File: src/rtl/pipe_datapath_memory_pkg.sv
// Shared types, widths and helpers for the M-stage load/store unit.
// Optional misalignment trap is selected by RISCV_LSU_MISALIGN_TRAP_EN.
package pipe_datapath_memory_pkg;

  localparam int unsigned XLEN = 32;
  localparam int unsigned BE_W = XLEN / 8;

  localparam logic [2:0] LSU_F3_LB  = 3'b000;
  localparam logic [2:0] LSU_F3_LH  = 3'b001;
  localparam logic [2:0] LSU_F3_LW  = 3'b010;
  localparam logic [2:0] LSU_F3_LBU = 3'b100;
  localparam logic [2:0] LSU_F3_LHU = 3'b101;

  typedef enum logic [1:0] {
    LSU_S_IDLE = 2'd0,
    LSU_S_REQ  = 2'd1,
    LSU_S_RSP  = 2'd2,
    LSU_S_DONE = 2'd3
  } lsuState_e;

  typedef enum logic [1:0] {
    SZ_B = 2'd0,
    SZ_H = 2'd1,
    SZ_W = 2'd2
  } lsuSize_e;

  typedef struct packed {
    logic            we;
    logic [BE_W-1:0] be;
    logic [XLEN-1:0] addr;
    logic [XLEN-1:0] wdata;
  } dmemReq_t;

  // Unlisted funct3 encodings fall back to a full word access.
  function automatic lsuSize_e sizeOf(input logic [2:0] funct3);
    case (funct3)
      LSU_F3_LB, LSU_F3_LBU: sizeOf = SZ_B;
      LSU_F3_LH, LSU_F3_LHU: sizeOf = SZ_H;
      default:               sizeOf = SZ_W;
    endcase
  endfunction

  function automatic logic isMisaligned(input logic [2:0] funct3, input logic [1:0] addrLo);
    case (sizeOf(funct3))
      SZ_H:    isMisaligned = addrLo[0];
      SZ_W:    isMisaligned = |addrLo;
      default: isMisaligned = 1'b0;
    endcase
  endfunction

endpackage

File: src/rtl/pipe_datapath_memory_align.sv
// Combinational byte-lane steering for stores and lane extract/extend for loads.
module pipe_datapath_memory_align
  import pipe_datapath_memory_pkg::*;
(
  input  logic [2:0]      stFunct3,
  input  logic [1:0]      stAddrLo,
  input  logic [XLEN-1:0] stData,
  output logic [BE_W-1:0] stBe,
  output logic [XLEN-1:0] stWData,
  input  logic [2:0]      ldFunct3,
  input  logic [1:0]      ldAddrLo,
  input  logic [XLEN-1:0] ldData,
  output logic [XLEN-1:0] ldResult
);

  logic [XLEN-1:0] byteShift;
  logic [XLEN-1:0] halfShift;
  logic            ldUnsigned;

  // Store lanes: narrow data is replicated so memory picks it up via Be.
  always_comb begin
    stBe    = '1;
    stWData = stData;
    case (sizeOf(stFunct3))
      SZ_B: begin
        stBe    = 4'b0001 << stAddrLo;
        stWData = {4{stData[7:0]}};
      end
      SZ_H: begin
        stBe    = 4'b0011 << {stAddrLo[1], 1'b0};
        stWData = {2{stData[15:0]}};
      end
      default: begin
        stBe    = '1;
        stWData = stData;
      end
    endcase
  end

  assign byteShift  = ldData >> {ldAddrLo, 3'b000};
  assign halfShift  = ldData >> {ldAddrLo[1], 4'b0000};
  assign ldUnsigned = ldFunct3[2];

  always_comb begin
    ldResult = ldData;
    case (sizeOf(ldFunct3))
      SZ_B:    ldResult = ldUnsigned ? {{(XLEN-8){1'b0}}, byteShift[7:0]}
                                     : {{(XLEN-8){byteShift[7]}}, byteShift[7:0]};
      SZ_H:    ldResult = ldUnsigned ? {{(XLEN-16){1'b0}}, halfShift[15:0]}
                                     : {{(XLEN-16){halfShift[15]}}, halfShift[15:0]};
      default: ldResult = ldData;
    endcase
  end

endmodule

File: src/rtl/pipe_datapath_memory.sv
// M-stage load/store unit: request/response FSM, access latches and W-stage read-data register.
// Define RISCV_LSU_MISALIGN_TRAP_EN to suppress misaligned H/W accesses and pulse o_lsu_MisalignW.
module pipe_datapath_memory
  import pipe_datapath_memory_pkg::*;
#(
  parameter logic [XLEN-1:0] READDATA_INIT = '0
) (
  input  logic            i_clk,
  input  logic            i_rst,
  input  logic            i_lsu_ReqM,
  input  logic            i_lsu_WeM,
  input  logic [2:0]      i_lsu_Funct3M,
  input  logic [XLEN-1:0] i_lsu_AddrM,
  input  logic [XLEN-1:0] i_lsu_WriteDataM,
  output logic            o_lsu_StallM,
  output logic [XLEN-1:0] o_lsu_ReadDataW,
  output logic            o_lsu_MisalignW,
  output logic            o_dmem_ReqValid,
  input  logic            i_dmem_ReqReady,
  output logic            o_dmem_We,
  output logic [BE_W-1:0] o_dmem_Be,
  output logic [XLEN-1:0] o_dmem_Addr,
  output logic [XLEN-1:0] o_dmem_WData,
  input  logic            i_dmem_RspValid,
  input  logic [XLEN-1:0] i_dmem_RData
);

  lsuState_e       state;
  lsuState_e       nextState;
  dmemReq_t        reqQ;
  logic [2:0]      ldFunct3;
  logic [1:0]      ldAddrLo;
  logic [XLEN-1:0] readDataQ;
  logic            accept;
  logic            capture;
  logic            misalignHit;
  logic            stall;
  logic            reqValid;
  logic [BE_W-1:0] stBe;
  logic [XLEN-1:0] stWData;
  logic [XLEN-1:0] ldResult;

  pipe_datapath_memory_align uAlign (
    .stFunct3 (i_lsu_Funct3M),
    .stAddrLo (i_lsu_AddrM[1:0]),
    .stData   (i_lsu_WriteDataM),
    .stBe     (stBe),
    .stWData  (stWData),
    .ldFunct3 (ldFunct3),
    .ldAddrLo (ldAddrLo),
    .ldData   (i_dmem_RData),
    .ldResult (ldResult)
  );

`ifdef RISCV_LSU_MISALIGN_TRAP_EN
  logic misalignQ;

  assign misalignHit = isMisaligned(i_lsu_Funct3M, i_lsu_AddrM[1:0]);

  // High exactly in the DONE cycle that follows a suppressed access.
  always_ff @(posedge i_clk or posedge i_rst) begin
    if (i_rst) misalignQ <= 1'b0;
    else       misalignQ <= accept & misalignHit;
  end

  assign o_lsu_MisalignW = misalignQ;
`else
  assign misalignHit     = 1'b0;
  assign o_lsu_MisalignW = 1'b0;
`endif

  always_ff @(posedge i_clk or posedge i_rst) begin
    if (i_rst) state <= LSU_S_IDLE;
    else       state <= nextState;
  end

  always_comb begin
    nextState = state;
    stall     = 1'b0;
    reqValid  = 1'b0;
    accept    = 1'b0;
    capture   = 1'b0;
    case (state)
      LSU_S_IDLE: begin
        if (i_lsu_ReqM) begin
          stall     = 1'b1;
          accept    = 1'b1;
          nextState = misalignHit ? LSU_S_DONE : LSU_S_REQ;
        end
      end
      LSU_S_REQ: begin
        stall    = 1'b1;
        reqValid = 1'b1;
        if (i_dmem_ReqReady) nextState = reqQ.we ? LSU_S_DONE : LSU_S_RSP;
      end
      LSU_S_RSP: begin
        stall = 1'b1;
        if (i_dmem_RspValid) begin
          capture   = 1'b1;
          nextState = LSU_S_DONE;
        end
      end
      LSU_S_DONE: nextState = LSU_S_IDLE;
      default:    nextState = LSU_S_IDLE;
    endcase
  end

  // Request fields are captured once at acceptance so they stay stable while waiting for ready.
  always_ff @(posedge i_clk or posedge i_rst) begin
    if (i_rst) begin
      reqQ      <= '0;
      ldFunct3  <= 3'b000;
      ldAddrLo  <= 2'b00;
      readDataQ <= READDATA_INIT;
    end else begin
      if (accept && !misalignHit) begin
        reqQ.we    <= i_lsu_WeM;
        reqQ.be    <= i_lsu_WeM ? stBe : '1;
        reqQ.addr  <= {i_lsu_AddrM[XLEN-1:2], 2'b00};
        reqQ.wdata <= stWData;
        ldFunct3   <= i_lsu_Funct3M;
        ldAddrLo   <= i_lsu_AddrM[1:0];
      end
      if (capture) readDataQ <= ldResult;
    end
  end

  assign o_lsu_StallM    = stall;
  assign o_lsu_ReadDataW = readDataQ;
  assign o_dmem_ReqValid = reqValid;
  assign o_dmem_We       = reqQ.we;
  assign o_dmem_Be       = reqQ.be;
  assign o_dmem_Addr     = reqQ.addr;
  assign o_dmem_WData    = reqQ.wdata;

endmodule

File: config.mk
export PLATFORM = sky130hd
export DESIGN_NAME = pipe_datapath_memory
export DESIGN_NICKNAME = d
export VERILOG_FILES = /design/src/rtl/pipe_datapath_memory_pkg.sv /design/src/rtl/pipe_datapath_memory_align.sv /design/src/rtl/pipe_datapath_memory.sv
export SDC_FILE = /design/constraint.sdc
export NUM_CORES = 1
export LEC_CHECK = 0
export BUFFER_PORTS_ARGS = -buffer_cell sky130_fd_sc_hd__clkbuf_2
export CAP_MARGIN = 0
export CELL_PAD_IN_SITES_DETAIL_PLACEMENT = 0
export CELL_PAD_IN_SITES_GLOBAL_PLACEMENT = 1
export CORE_AREA = 2 2 126 128
export DETAILED_ROUTE_END_ITERATION = 6
export DIE_AREA = 0 0 128 130
export PLACE_DENSITY = 0.81
export SKIP_LAST_GASP = 1
export SLEW_MARGIN = 20
export SYNTH_ARGS = -nofsm -noshare
export SYNTH_HDL_FRONTEND = slang
export SYNTH_SLANG_ARGS = --single-unit
export TNS_END_PERCENT = 50
File: constraint.sdc
create_clock -name i_clk -period 9.6 [get_ports i_clk]
set_input_delay 1.44 -clock i_clk [delete_from_list [all_inputs] [get_ports i_clk]]
set_output_delay 1.44 -clock i_clk [all_outputs]
set_load 0.01 [all_outputs]
==> impl_metrics.tcl <==
set metrics [dict create \
    first_iter_violations 308 \
    syn2layout_area_growth_pct 28.1 \
    reg2reg_slack_ns 7.24 \
    maxCapViolations 0 \
    powerDensity_nw_per_um2 314 \
    cts_tree "yes" \
    synth_top_cell_by_area "dfrtp_1" \
    use_met3 0.0463 \
    worstSetupPathType "in -> out" \
    reg2regPathDepth 7 \
    maxSlewHeadroom 0.348 \
    synth_cell_type_count 40 \
    grt.busiest_layer "met2" \
    maxSlewViolCount 0 \
    grt_pass1_wl_mm 23.2 \
    initial_core_util 0.329 \
    dieArea_um2 16600 \
    holdPathStages 2 \
    final_antenna_net_count 0 \
    synth_edf_count 0 \
    synth_flop_cell "dfrtp_1" \
    tritoncts.num_buffers 9 \
    avgSynthCellArea_um2 9.24 \
    row_count 46 \
    fin_nets 844 \
    grt_setup_unrepaired "false" \
    p_total_uw 2040 \
    synth_area_um2 5070 \
    final_hold_viol_count 0 \
    grt_max_degree 71 \
    critPathArrivalTime_ns 2.65 \
    worstSetupEndpointType "output pin" \
    final_util 0.421 \
    gp_congestion 0.832 \
    finalClockSkew_ns 0.00910 \
    cts_root_buffer "clkbuf_16" \
    die_h_um 130 \
    worstPathRequired_ns 8.16 \
    cts_setup_buffers 0 \
    antenna_cells 0 \
    met1_usage 0.249 \
    violations "DRC" \
    synth_common_cells "nand2_1, dfrtp_1, o21ai_0, a21oi_1, nor2_1" \
    cts.sinks 106 \
    status "finished with violations" \
    num_io_pins 209 \
    worst_pin_slew_ns 0.977 \
    dr.pass1.iters 7 \
    cts_max_level 3 \
    clkLatencyLatePin_ns 0.36 \
    ir_drop_mv 0.127 \
    avgRoutedWirePerCell_um 15.8 \
    finalCritPeriodShare 0.426 \
    drc 3 \
    p_leak_uw 0.00336 \
    ys_seq_area_frac 0.523 \
    critPathLaunchType "primary input" \
    antenna_found_initial 0 \
    groute.usage.overall 0.179 \
    ys_seq_elements 106 \
    coreArea_um2 15400 \
    clk_pin_slew_ns 0.07 \
    routed_wl_mm 14.7 \
    finalCriticalPeriod_ns 4.09 \
    async_reset_ff_frac 1.00 \
    yosysWarnings 0 \
    gr-total-overflow 0 \
    grt_pass1_vias 4282 \
    num_vias 4558 \
    postSynthCellCount 549 \
    synth.most_common_cell "nand2_1" \
    grtUsageMet2 0.270 \
    ys_top_cells_by_area "dfrtp_1, nand2_1, mux2i_1" \
    fin_tns_setup_ns 0 \
    die_x_um 128 \
    synth_top_cell_area_share 0.523 \
    clock_path_buffers 2 \
    setup_viol 0 \
    hold_path_class "reg -> reg" \
    drive_gt1_frac 0.345 \
    holdBufCountCts 0 \
    cp_max_fo 51 \
    port_buffers 205 \
    cts_resized 0 \
    hpwl_mm 10.5 \
    viasPerCell 4.90 \
    max_freq_mhz 244 \
]
## where the power goes
| group | internal (µW) | switching (µW) |
|---|---|---|
| sequential | 658 | 137 |
| combinational | 358 | 525 |
| clock | 191 | 173 |
## registers in the layout, indices dropped and copies added (netlist names)
name / cells
ldFunct3: 3
o_dmem_Be: 4
o_dmem_WData: 32
o_dmem_Addr: 30
state: 2
ldAddrLo: 2
o_dmem_We: 1
o_lsu_ReadDataW: 32
## stage by stage
step | setup WS (ns) | cell area (µm²) | cells | hold slack (ns)
final | 5.51 | 6500 | 931 | 0.480
after global routing | 5.35 | 6500 | 931 | 0.505
after CTS | 5.44 | 6500 | 931 | 0.485
after detailed placement | 5.44 | 6210 | 915 | 0.463
after global placement | 5.44 | 6210 | 915 | 0.459
after floorplan | 5.37 | 5080 | 551 | 0.514
## critical path: stages
cell and delay (ns):
clkbuf_2 0.10, and2_2 0.79, nor2_1 0.07, nor2_1 0.11, clkbuf_2 0.13
## path summary, 6_finish.rpt
kind,startpoint,to
max reg2reg,state[0]$_DFFE_PP0P_,o_dmem_Be[0]$_DFFE_PP0P_
min,o_dmem_Addr[21]$_DFFE_PP0P_,o_dmem_Addr[21]$_DFFE_PP0P_
max,i_lsu_ReqM,o_lsu_StallM
min reg2reg,o_dmem_Addr[21]$_DFFE_PP0P_,o_dmem_Addr[21]$_DFFE_PP0P_
max in group asynchronous,i_rst,o_dmem_Addr[26]$_DFFE_PP0P_
min in group asynchronous,i_rst,o_dmem_Addr[19]$_DFFE_PP0P_
## cells by family after synthesis
kind of cell    after synthesis  share of synthesized area
other cells                   1                   0.000739
compound gates              122                      0.164
fa+ha+maj                     5                     0.0123
buf+inv                      44                     0.0400
simple gates                237                      0.191
mux                          34                     0.0693
flops                       106                      0.523
## metal layers
layer	up-vias	part of all wire
met5	-	0
met4	0	0.016
met3	15	0.078
met2	185	0.46
met1	2138	0.45
li1	2220	-
## layout make-up
class | instances | area, µm²
Fill cell | 1601 | 8920
Timing Repair Buffer | 209 | 1060
Clock inverter | 5 | 37.5
Sequential cell | 106 | 2650
Multi-Input combinational cell | 401 | 2230
Clock buffer | 11 | 253
Tap cell | 192 | 240
Inverter | 7 | 28.8
## layout by cell type, fill, tap and decap left out, types with 2 or more instances in the layout
cell and instances:
a211oi_1 6, a211oi_2 9, a21oi_1 36, a21oi_2 2, a222oi_1 8, a22o_1 6, and2_1 2, buf_4 4
clkbuf_16 9, clkbuf_2 205, clkbuf_8 2, clkinvlp_4 2, conb_1 3, dfrtp_1 106, ha_1 5, inv_1 6
mux2_2 9, mux2i_1 25, nand2_1 184, nand2b_1 3, nand3b_1 8, nor2_1 30, nor2b_1 2, o21ai_0 43
o21bai_1 2
Note: power is estimated with default switching activity, not from simulation.
